### config.mk
export PLATFORM = sky130hd
export DESIGN_NAME = mem_req_arbiter
export DESIGN_NICKNAME = d
export VERILOG_FILES = /design/src/rtl/mem_req_arbiter_pkg.sv /design/src/rtl/mem_arb_id_fifo.sv /design/src/rtl/mem_req_arbiter.sv
export SDC_FILE = /design/constraint.sdc
export NUM_CORES = 1
export LEC_CHECK = 0
export ABC_AREA = 1
export BUFFER_PORTS_ARGS = -buffer_cell sky130_fd_sc_hd__buf_2
export CORE_AREA = 2 2 110 112
export CTS_CLUSTER_DIAMETER = 120
export DETAILED_ROUTE_END_ITERATION = 10
export DIE_AREA = 0 0 112 114
export SYNTH_ARGS = -nofsm -noshare
export SYNTH_HDL_FRONTEND = slang
export SYNTH_HIERARCHICAL = 1
export SYNTH_SLANG_ARGS = --single-unit
### constraint.sdc
create_clock -name clk -period 1.72 [get_ports clk]
set_input_delay 0.172 -clock clk [delete_from_list [all_inputs] [get_ports clk]]
set_output_delay 0.172 -clock clk [all_outputs]
set_load 0.05 [all_outputs]
### src/rtl/mem_req_arbiter_pkg.sv
// Shared types and constants for the memory request arbiter slice.
package mem_req_arbiter_pkg;

  // Owner of a request on the shared memory port.
  typedef enum logic {
    MST_INST = 1'b0,
    MST_DATA = 1'b1
  } mst_e;

  // Fetches are always full-word reads.
  localparam logic [1:0] MEM_SIZE_WORD = 2'b10;

endpackage

### src/rtl/mem_arb_id_fifo.sv
// 1-bit wide, DEPTH-deep FIFO holding the owner of each accepted request,
// oldest at the head. Pushes when full and pops when empty are ignored.
module mem_arb_id_fifo #(
  parameter int unsigned DEPTH = 2,
  localparam int unsigned CW = $clog2(DEPTH + 1)
) (
  input  logic          clk,
  input  logic          resetn,
  input  logic          push,
  input  logic          push_id,
  input  logic          pop,
  output logic          head_id,
  output logic [CW-1:0] cnt,
  output logic          full,
  output logic          empty
);

  localparam int unsigned PW = (DEPTH > 1) ? $clog2(DEPTH) : 1;

  logic [DEPTH-1:0] ids_q, ids_d;
  logic [PW-1:0]    wr_ptr_q, wr_ptr_d;
  logic [PW-1:0]    rd_ptr_q, rd_ptr_d;
  logic [CW-1:0]    cnt_q, cnt_d;
  logic             do_push, do_pop;

  // Pointers wrap modulo DEPTH, which need not be a power of two.
  function automatic logic [PW-1:0] ptr_inc(input logic [PW-1:0] p);
    if (p == PW'(DEPTH - 1)) return '0;
    return p + PW'(1);
  endfunction

  // Status flags and head entry.
  always_comb begin
    full    = (cnt_q == CW'(DEPTH));
    empty   = (cnt_q == '0);
    cnt     = cnt_q;
    head_id = ids_q[rd_ptr_q];
  end

  // Next-state for storage, pointers and occupancy.
  always_comb begin
    do_push  = push && !full;
    do_pop   = pop && !empty;
    ids_d    = ids_q;
    wr_ptr_d = wr_ptr_q;
    rd_ptr_d = rd_ptr_q;
    cnt_d    = cnt_q;
    if (do_push) begin
      ids_d[wr_ptr_q] = push_id;
      wr_ptr_d        = ptr_inc(wr_ptr_q);
    end
    if (do_pop) begin
      rd_ptr_d = ptr_inc(rd_ptr_q);
    end
    case ({do_push, do_pop})
      2'b10:   cnt_d = cnt_q + CW'(1);
      2'b01:   cnt_d = cnt_q - CW'(1);
      default: cnt_d = cnt_q;
    endcase
  end

  // State registers with synchronous active-low reset; stored owners are discarded.
  always_ff @(posedge clk) begin
    if (!resetn) begin
      ids_q    <= '0;
      wr_ptr_q <= '0;
      rd_ptr_q <= '0;
      cnt_q    <= '0;
    end else begin
      ids_q    <= ids_d;
      wr_ptr_q <= wr_ptr_d;
      rd_ptr_q <= rd_ptr_d;
      cnt_q    <= cnt_d;
    end
  end

endmodule

### src/rtl/mem_req_arbiter.sv
// Shares one sram-like memory port between the fetch and data masters.
// Data wins arbitration unless fetch has been starved for STARVE_LIMIT data
// grants; responses are routed back in order using the owner FIFO.
module mem_req_arbiter
  import mem_req_arbiter_pkg::*;
#(
  parameter int unsigned MAX_OUT      = 2,
  parameter int unsigned STARVE_LIMIT = 4
) (
  input  logic        clk,
  input  logic        resetn,
  input  logic        inst_req,
  input  logic [31:0] inst_addr,
  output logic        inst_addr_ok,
  output logic        inst_data_ok,
  output logic [31:0] inst_rdata,
  input  logic        data_req,
  input  logic        data_wr,
  input  logic [1:0]  data_size,
  input  logic [31:0] data_addr,
  input  logic [3:0]  data_wstrb,
  input  logic [31:0] data_wdata,
  output logic        data_addr_ok,
  output logic        data_data_ok,
  output logic [31:0] data_rdata,
  output logic        mem_req,
  output logic        mem_wr,
  output logic [1:0]  mem_size,
  output logic [31:0] mem_addr,
  output logic [3:0]  mem_wstrb,
  output logic [31:0] mem_wdata,
  input  logic        mem_addr_ok,
  input  logic        mem_data_ok,
  input  logic [31:0] mem_rdata
);

  localparam int unsigned CW = $clog2(MAX_OUT + 1);
  localparam int unsigned SW = $clog2(STARVE_LIMIT + 1);

  mst_e          sel;
  logic          force_inst;
  logic          can_grant;
  logic          accept;
  logic          resp_pop;
  logic          head_id;
  logic          fifo_full;
  logic          fifo_empty;
  logic [CW-1:0] out_cnt;
  logic [SW-1:0] starve_cnt_q, starve_cnt_d;

  // Grant selection and request-field mux toward the shared port.
  always_comb begin
    can_grant    = resetn && !fifo_full;
    force_inst   = inst_req && (starve_cnt_q == SW'(STARVE_LIMIT));
    sel          = (force_inst || !data_req) ? MST_INST : MST_DATA;
    mem_req      = (inst_req || data_req) && can_grant;
    accept       = mem_req && mem_addr_ok;
    inst_addr_ok = accept && (sel == MST_INST);
    data_addr_ok = accept && (sel == MST_DATA);
    if (sel == MST_INST) begin
      mem_wr    = 1'b0;
      mem_size  = MEM_SIZE_WORD;
      mem_addr  = inst_addr;
      mem_wstrb = '0;
      mem_wdata = '0;
    end else begin
      mem_wr    = data_wr;
      mem_size  = data_size;
      mem_addr  = data_addr;
      mem_wstrb = data_wstrb;
      mem_wdata = data_wdata;
    end
  end

  // Route each in-order response to the owner at the FIFO head.
  always_comb begin
    resp_pop     = resetn && mem_data_ok && !fifo_empty;
    inst_data_ok = resp_pop && (head_id == MST_INST);
    data_data_ok = resp_pop && (head_id == MST_DATA);
    inst_rdata   = mem_rdata;
    data_rdata   = mem_rdata;
  end

  // Count data grants taken while fetch waits; saturates at the limit.
  always_comb begin
    starve_cnt_d = starve_cnt_q;
    if (!inst_req || inst_addr_ok) begin
      starve_cnt_d = '0;
    end else if (data_addr_ok && (starve_cnt_q != SW'(STARVE_LIMIT))) begin
      starve_cnt_d = starve_cnt_q + SW'(1);
    end
  end

  // Starvation counter register.
  always_ff @(posedge clk) begin
    if (!resetn) starve_cnt_q <= '0;
    else         starve_cnt_q <= starve_cnt_d;
  end

  // A response with nothing outstanding is a downstream protocol error.
  always_ff @(posedge clk) begin
    if (resetn) begin
      assert (!(mem_data_ok && (out_cnt == '0)))
        else $warning("mem_req_arbiter: mem_data_ok with no outstanding request");
    end
  end

  mem_arb_id_fifo #(
    .DEPTH (MAX_OUT)
  ) u_id_fifo (
    .clk     (clk),
    .resetn  (resetn),
    .push    (accept),
    .push_id (sel),
    .pop     (resp_pop),
    .head_id (head_id),
    .cnt     (out_cnt),
    .full    (fifo_full),
    .empty   (fifo_empty)
  );

endmodule
==> results.yml, run 1 <==
status:
  outcome: "complete, but fails checks"
  violations: "negative setup slack"
grt:
  track_usage_pct: 10.4
  grt_busiest_layer: "met2"
  grt_start_max_net_pins: 28
  gr-usage-met3_pct: 3.56
  use_met1_pct: 11.2
  grt_pass1_vias: 2123
  antenna_found_initial: 0
  grt-ovfl-total: 0
  grt_util_met2_pct: 18.0
  grt_pass1_wl_mm: 10.4
synthesis:
  synth_edf_count: 0
  yosysMostFrequentCell: "nand2_1"
  synthTopCellsByCount: "116 x nand2_1, 68 x buf_4, 57 x inv_1"
  synthAdderAreaFrac_pct: 2.07
  synth_top_family_by_area: "buffers and inverters"
  synth_mux_area_share_pct: 0
  syn_inst: 341
  syn_area_per_cell_um2: 5.31
  ys.flop_type: "dfxtp_1"
  yosys_warnings: 6
  ys_seq_area_share_pct: 9.96
  synth_top_area_share_pct: 28.2
  yosysTopAreaCell: "buf_4"
  synth-compound-area-share_pct: 1.94
  synthArstFlopShare_pct: 0
  yosysUniqueCellTypes: 21
  syn_area_mm2: 0.00181
  synth_xor_area_share_pct: 0.484
  syn_nets: 485
  synth_area_leaders: "buf_4 28%, nand2_1 24%, inv_1 12%"
  ys_ff_latch: 9
  synth_simple_gate_area_share_pct: 42.6
clocking:
  htree_num_levels: 1
  cts_buffer_depth: 2
  clock-root-buffer: "clkbuf_16"
  numCtsBuffers: 3
  numClockSinks: 9
  cts_tree: "done"
  clk_latency_ns: 0.24
  clk_pin_slew_ns: 0.04
  ctsHoldBuffers: 0
drt:
  antenna_left: 0
  drc: 0
  dr.pass1.iters: 4
  routed-via-count: 2380
  vias_per_cell: 3.79
  drt-initial-drc-count: 69
  routedWlPerCell_um: 12.8
  wl_mm: 8.01
layout:
  n_antenna_cell: 0
  fin_util_pct: 31.3
  seqCellArea_um2: 185
  nNetsFinal: 626
  fillers: 1243
  drive_gt1_share_pct: 60.7
  syn_to_final_growth_pct: 102
  multi_input_area_mm2: 0.00119
run:
  max_cap_viol_count: 0
sta:
  whs_ns: 0.304
  slew_headroom_pct: 83.2
  hold_violations: 0
  rsz0062_at_grt: "true"
  final-setup-viol-count: 6
  setup_slack_ns: -0.0209
  max_freq_mhz: 574
  min_period_ns: 1.74
  slew_violations: 0
  tightestPinTransition_ns: 0.254
  finClkSkew_ns: 0.000364
  setup_tns_ns: -0.0508
  final.period_utilization_pct: 101
worst_hold_path:
  holdPathStages: 3
  holdCritPathClass: "in2reg"
floorplan:
  fp-row-count: 40
  die_height_um: 114
  die_w_um: 112
  core_area_mm2: 0.0117
  io_pins: 281
  initial_core_util_pct: 15.4
  dieArea_mm2: 0.0128
critical_path:
  worst-setup-path-type: "reg2out"
  crit_fanout: 8
  reg2reg_depth: 13
  cp-start-kind: "flop"
  end_kind: "primary output"
  cp.required_ns: 1.55
  worstPathArrival_ns: 1.57
placement:
  port-buffer-count: 184
  dp_hpwl_mm: 5.51
  routabilityCongestion: 0.737
  post-place-ws_ns: 0.0480
pwr:
  peakVddDrop_mv: 0.211
  leakage_nw: 2.04
  power_density_mw_per_mm2: 507
[kinds of logic after synthesis]
| family | count (synthesis) |
|---|---|
| AOI/OAI and AO/OA | 7 |
| xor gates and xnor gates | 1 |
| adders and majority gates | 3 |
| buffers and inverters | 135 |
| DFF | 9 |
| and+or+nand+nor | 186 |
[report_power, final]
part           total (mW)  switching (mW)  internal, mW
clock               0.419           0.108         0.310
combinational        1.21           0.732         0.480
sequential          0.225         0.00675         0.218
[worst max-delay path: stages, from the launching register on]
cell	delay (ns)
dfxtp_2	0.31
inv_2	0.07
ha_4	0.15
nand3_4	0.08
nand2_8	0.12
buf_12	0.16
buf_8	0.15
nand2_2	0.06
nand2_2	0.06
buf_6	0.15
[final timing paths]
path | end | slack, ns | from
worst max-delay path | mem_addr[30] | -0.02 | starve_cnt_q[0]
worst min-delay path | starve_cnt_q[1] | 0.30 | inst_req
worst max register to register | u_id_fifo/cnt[1] | 0.08 | u_id_fifo/cnt[0]
worst min register to register | u_id_fifo/ids_q[0] | 0.52 | u_id_fifo/ids_q[0]
[registers in the layout, summed over array words and instances, names as in the netlist]
register            count
starve_cnt_q            3
u_id_fifo/cnt           2
u_id_fifo/ids_q         2
u_id_fifo/rd_ptr_q      1
u_id_fifo/wr_ptr_q      1
[per-stage QoR]
stage,instance area [µm²],power (mW),instances
2_1_floorplan,1820,1.22,341
3_3_place_gp,2600,1.13,614
3_5_place_dp,2600,1.13,614
4_1_cts,3350,1.77,624
5_1_grt,3660,1.94,628
6_report,3660,1.86,628
[repair_timing]
item	4_1_cts	5_1_grt
gates cloned	3	2
setup buffers	3	3
hold endpoints to repair	0	0
setup endpoints to repair	73	71
resized for setup	187	71
pin swaps	6	15
[routing by layer]
metal	part of all wire [%]	vias up
li1	-	1198
met4	4.3	0
met1	36	1019
met5	0	-
met2	51	119
met3	9.6	44
[cells in the final DEF, fill, tap and decap left out, types with 14 or more instances in the layout]
cell / Yosys / final
nor2_2: 1 / 17
buf_6: 1 / 55
buf_2: 6 / 112
inv_1: 57 / 55
nor2_4: 3 / 21
nand2_4: 1 / 14
buf_4: 68 / 17
nor2_1: 50 / 16
buf_8: 0 / 15
nand2_1: 116 / 92
[layout make-up]
class                      count  share of cell area [%]
timing repair buffer         211                    49.0
clock buffer                   4                    2.15
sequential                     9                    5.06
tap                          147                    5.03
multi-input combinational    197                    32.5
inverter                      60                    6.29
No activity file was read; power rests on OpenSTA's default activity.
==> run 2: changes to the inputs <==
ABC_AREA = unset   (was 1)
CORE_AREA = 2 2 109 111   (was 2 2 110 112)
DIE_AREA = 0 0 111 113   (was 0 0 112 114)
HOLD_SLACK_MARGIN = 0.08   (was unset)
MAX_ROUTING_LAYER = met4   (was unset)
==> run 2 against run 1 <==
The run still ends with negative setup slack left. Fmax shrank 3.5%. First-iteration DRC count increased by 14%. Synthesized cell count down 38%. Die area shrank 1.8%. Critical path type unchanged. Critical endpoint is now mem_addr[25]. Largest cell class unchanged. Largest power group unchanged.
==> results.yml, run 2 <==
sta:
  finClkSkew_ns: 0.00196
  tightestPinTransition_ns: 0.284
  rsz0062_at_grt: "true"
  slew_violations: 0
  final.period_utilization_pct: 105
  max_freq_mhz: 554
  final-setup-viol-count: 35
  slew_headroom_pct: 81.1
  setup_slack_ns: -0.0840
  hold_violations: 0
  setup_tns_ns: -2.14
  min_period_ns: 1.80
synthesis:
  synth_edf_count: 0
  ys_ff_latch: 9
  ys_seq_area_share_pct: 9.61
  synthTopCellsByCount: "65 x buf_4, 38 x and3_1, 29 x mux2_4"
  synth_top_area_share_pct: 26.0
  syn_nets: 357
  synth_area_leaders: "buf_4 26%, mux2_4 23%, and3_1 13%"
  yosys_warnings: 6
  syn_area_per_cell_um2: 8.81
  syn_inst: 213
  yosysMostFrequentCell: "buf_4"
  yosysUniqueCellTypes: 34
  syn_area_mm2: 0.00188
  yosysTopAreaCell: "buf_4"
  synthArstFlopShare_pct: 0
  ys.flop_type: "dfxtp_1"
status:
  violations: "negative setup slack"
  outcome: "complete, but fails checks"
grt:
  antenna_found_initial: 0
  grt_start_max_net_pins: 41
  track_usage_pct: 9.71
  grt_pass1_wl_mm: 9.84
  grt_util_met2_pct: 17.3
  grt-ovfl-total: 0
  grt_busiest_layer: "met2"
  grt_pass1_vias: 1895
  gr-usage-met3_pct: 2.09
  use_met1_pct: 10.2
critical_path:
  cp_top_family: "buffers and inverters"
  reg2reg_depth: 9
  end_kind: "primary output"
  worstReg2RegStart: "u_id_fifo/cnt[0]"
  r2r_setup_slack_ns: 0.06
  crit_path_start: "starve_cnt_q[1]"
  worstPathArrival_ns: 1.63
  reg2reg_to: "u_id_fifo/cnt[1]"
  cp.required_ns: 1.55
  cp-start-kind: "flop"
  crit_fanout: 8
  crit_path_top_delay_cell: "dfxtp_2"
  crit_chain: "inv_2, ha_4, nand3_4, nand2_8, buf_6, mux2_4, buf_8"
  max_stage_delay_ns: 0.31
  cp.depth: 7
  worst-setup-path-type: "reg2out"
  crit_buf_inv: 3
pwr:
  power_switching_mw: 0.720
  seq_power_share_pct: 13.1
  power_frac_comb_pct: 62.1
  peakVddDrop_mv: 0.247
  power_density_mw_per_mm2: 549
  switching_share_pct: 42.3
  intPower_mw: 0.981
  p_clk_share_pct: 24.8
  power_mw: 1.70
  leakage_nw: 1.70
floorplan:
  dieArea_mm2: 0.0125
  fp-row-count: 39
  core_area_mm2: 0.0113
  die_w_um: 111
  initial_core_util_pct: 16.6
  io_pins: 281
  die_height_um: 113
layout:
  largest_register_ffs: 3
  top_register: "starve_cnt_q"
  fin_util_pct: 27.5
  nNetsFinal: 490
  final_common_cell: "buf_2"
  drive_gt1_share_pct: 75.7
  n_antenna_cell: 0
  syn_to_final_growth_pct: 65.0
  final_cell_mix: "112 x buf_2, 51 x buf_4, 38 x and3_1"
drt:
  dr.pass1.iters: 4
  drc: 0
  routedWlPerCell_um: 13.2
  routed-via-count: 1930
  drt-initial-drc-count: 79
  vias_per_cell: 3.95
  antenna_left: 0
  wl_mm: 6.44
run:
  max_cap_viol_count: 0
worst_hold_path:
  min_to: "u_id_fifo/cnt[0]"
  holdCritPathClass: "in2reg"
  holdPathStages: 2
  min-delay-start: "resetn"
placement:
  dp_hpwl_mm: 5.04
  port-buffer-count: 184
  routabilityCongestion: 0.766
clocking:
  numCtsBuffers: 3
  clk_latency_ns: 0.24
  htree_num_levels: 1
  cts_buffer_depth: 2
  clock-root-buffer: "clkbuf_16"
  cts_tree: "done"
  numClockSinks: 9
  clk_pin_slew_ns: 0.04
-- run 2: cell types whose count changed in the layout (fill, tap and decap cells not counted), moves of 5 or more --
cell     before  now
nand2_2      11    1
nand3_1       6    1
buf_8        15    6
buf_4        17   51
buf_6        55   30
nor2_2       17    2
and3_1        0   38
inv_1        55    2
nor2_4       21    0
buf_12        9    4
nand2_1      92    8
nand2_4      14    0
mux2_4        0   32
nor2_1       16    3
-- run 2: routing by layer --
metal  up-vias  share of wire, %
met5         -                 0
met4         0               2.9
met3        24                10
met2       105                52
met1       876                35
li1        925                 -
-- run 2: kinds of logic after synthesis --
group / Yosys count / share of synthesized area (%)
AOI/OAI and AO/OA: 10 / 3.74
xor gates and xnor gates: 3 / 1.40
adders and majority gates: 3 / 2.00
buffers and inverters: 81 / 32.6
DFF: 9 / 9.61
muxes: 35 / 26.7
and+or+nand+nor: 72 / 23.9
-- run 2: through the flow --
| step | hold slack, ns | cells | worst slack [ns] | cell area (µm²) |
|---|---|---|---|---|
| after floorplan | 0.294 | 213 | -0.0887 | 1910 |
| after global placement | 0.344 | 481 | 0.0443 | 2600 |
| after detailed placement | 0.344 | 481 | 0.0253 | 2600 |
| after CTS | 0.225 | 486 | -0.104 | 3060 |
| after global routing | 0.245 | 488 | -0.152 | 3100 |
| final | 0.219 | 488 | -0.0840 | 3100 |
-- run 2: cell type report --
cell class / instances / area [µm²]
fillers: 1176 / 8180
repair buffers: 204 / 1480
multi-input cells: 123 / 1150
flip-flops and latches: 9 / 185
well taps: 143 / 179
clock buffers: 4 / 78.8
inverters: 5 / 18.8
-- run 2: worst register-to-register path, delay by kind of cell (launching register included) --
kind | cells | cell delay (ns)
AO/OA/AOI/OAI | 1 | 0.11
buffers and inverters | 1 | 0.03
adder cells (fa/ha/maj) | 1 | 0.17
flip-flops | 1 | 0.32
XOR/XNOR | 1 | 0.12
AND/OR/NAND/NOR | 5 | 0.84
-- run 2: power groups by stage --
stage	Clock [mW]	Combinational (mW)	Sequential, mW
global route	0.438	1.10	0.224
global placement	0	0.901	0.225
CTS	0.431	1.05	0.222
detailed placement	0	0.906	0.226
finish	0.421	1.06	0.223
floorplan	0	1.04	0.227
-- run 2: worst max-delay path by stage --
| stage | slack, ns | to |
|---|---|---|
| finish | -0.08 | mem_addr[25] |
| global route | -0.15 | mem_addr[9] |
| CTS | -0.10 | mem_addr[9] |
| detailed placement | 0.03 | mem_addr[9] |
| global placement | 0.04 | mem_wdata[31] |
| floorplan | -0.09 | u_id_fifo/cnt[1] |
-- run 2: repair_timing --
item,in CTS,in global routing
setup buffers,0,2
hold buffers,0,0
pin swaps,2,2
cloned,1,0
gates resized for setup,120,6
setup endpoints to repair,71,72
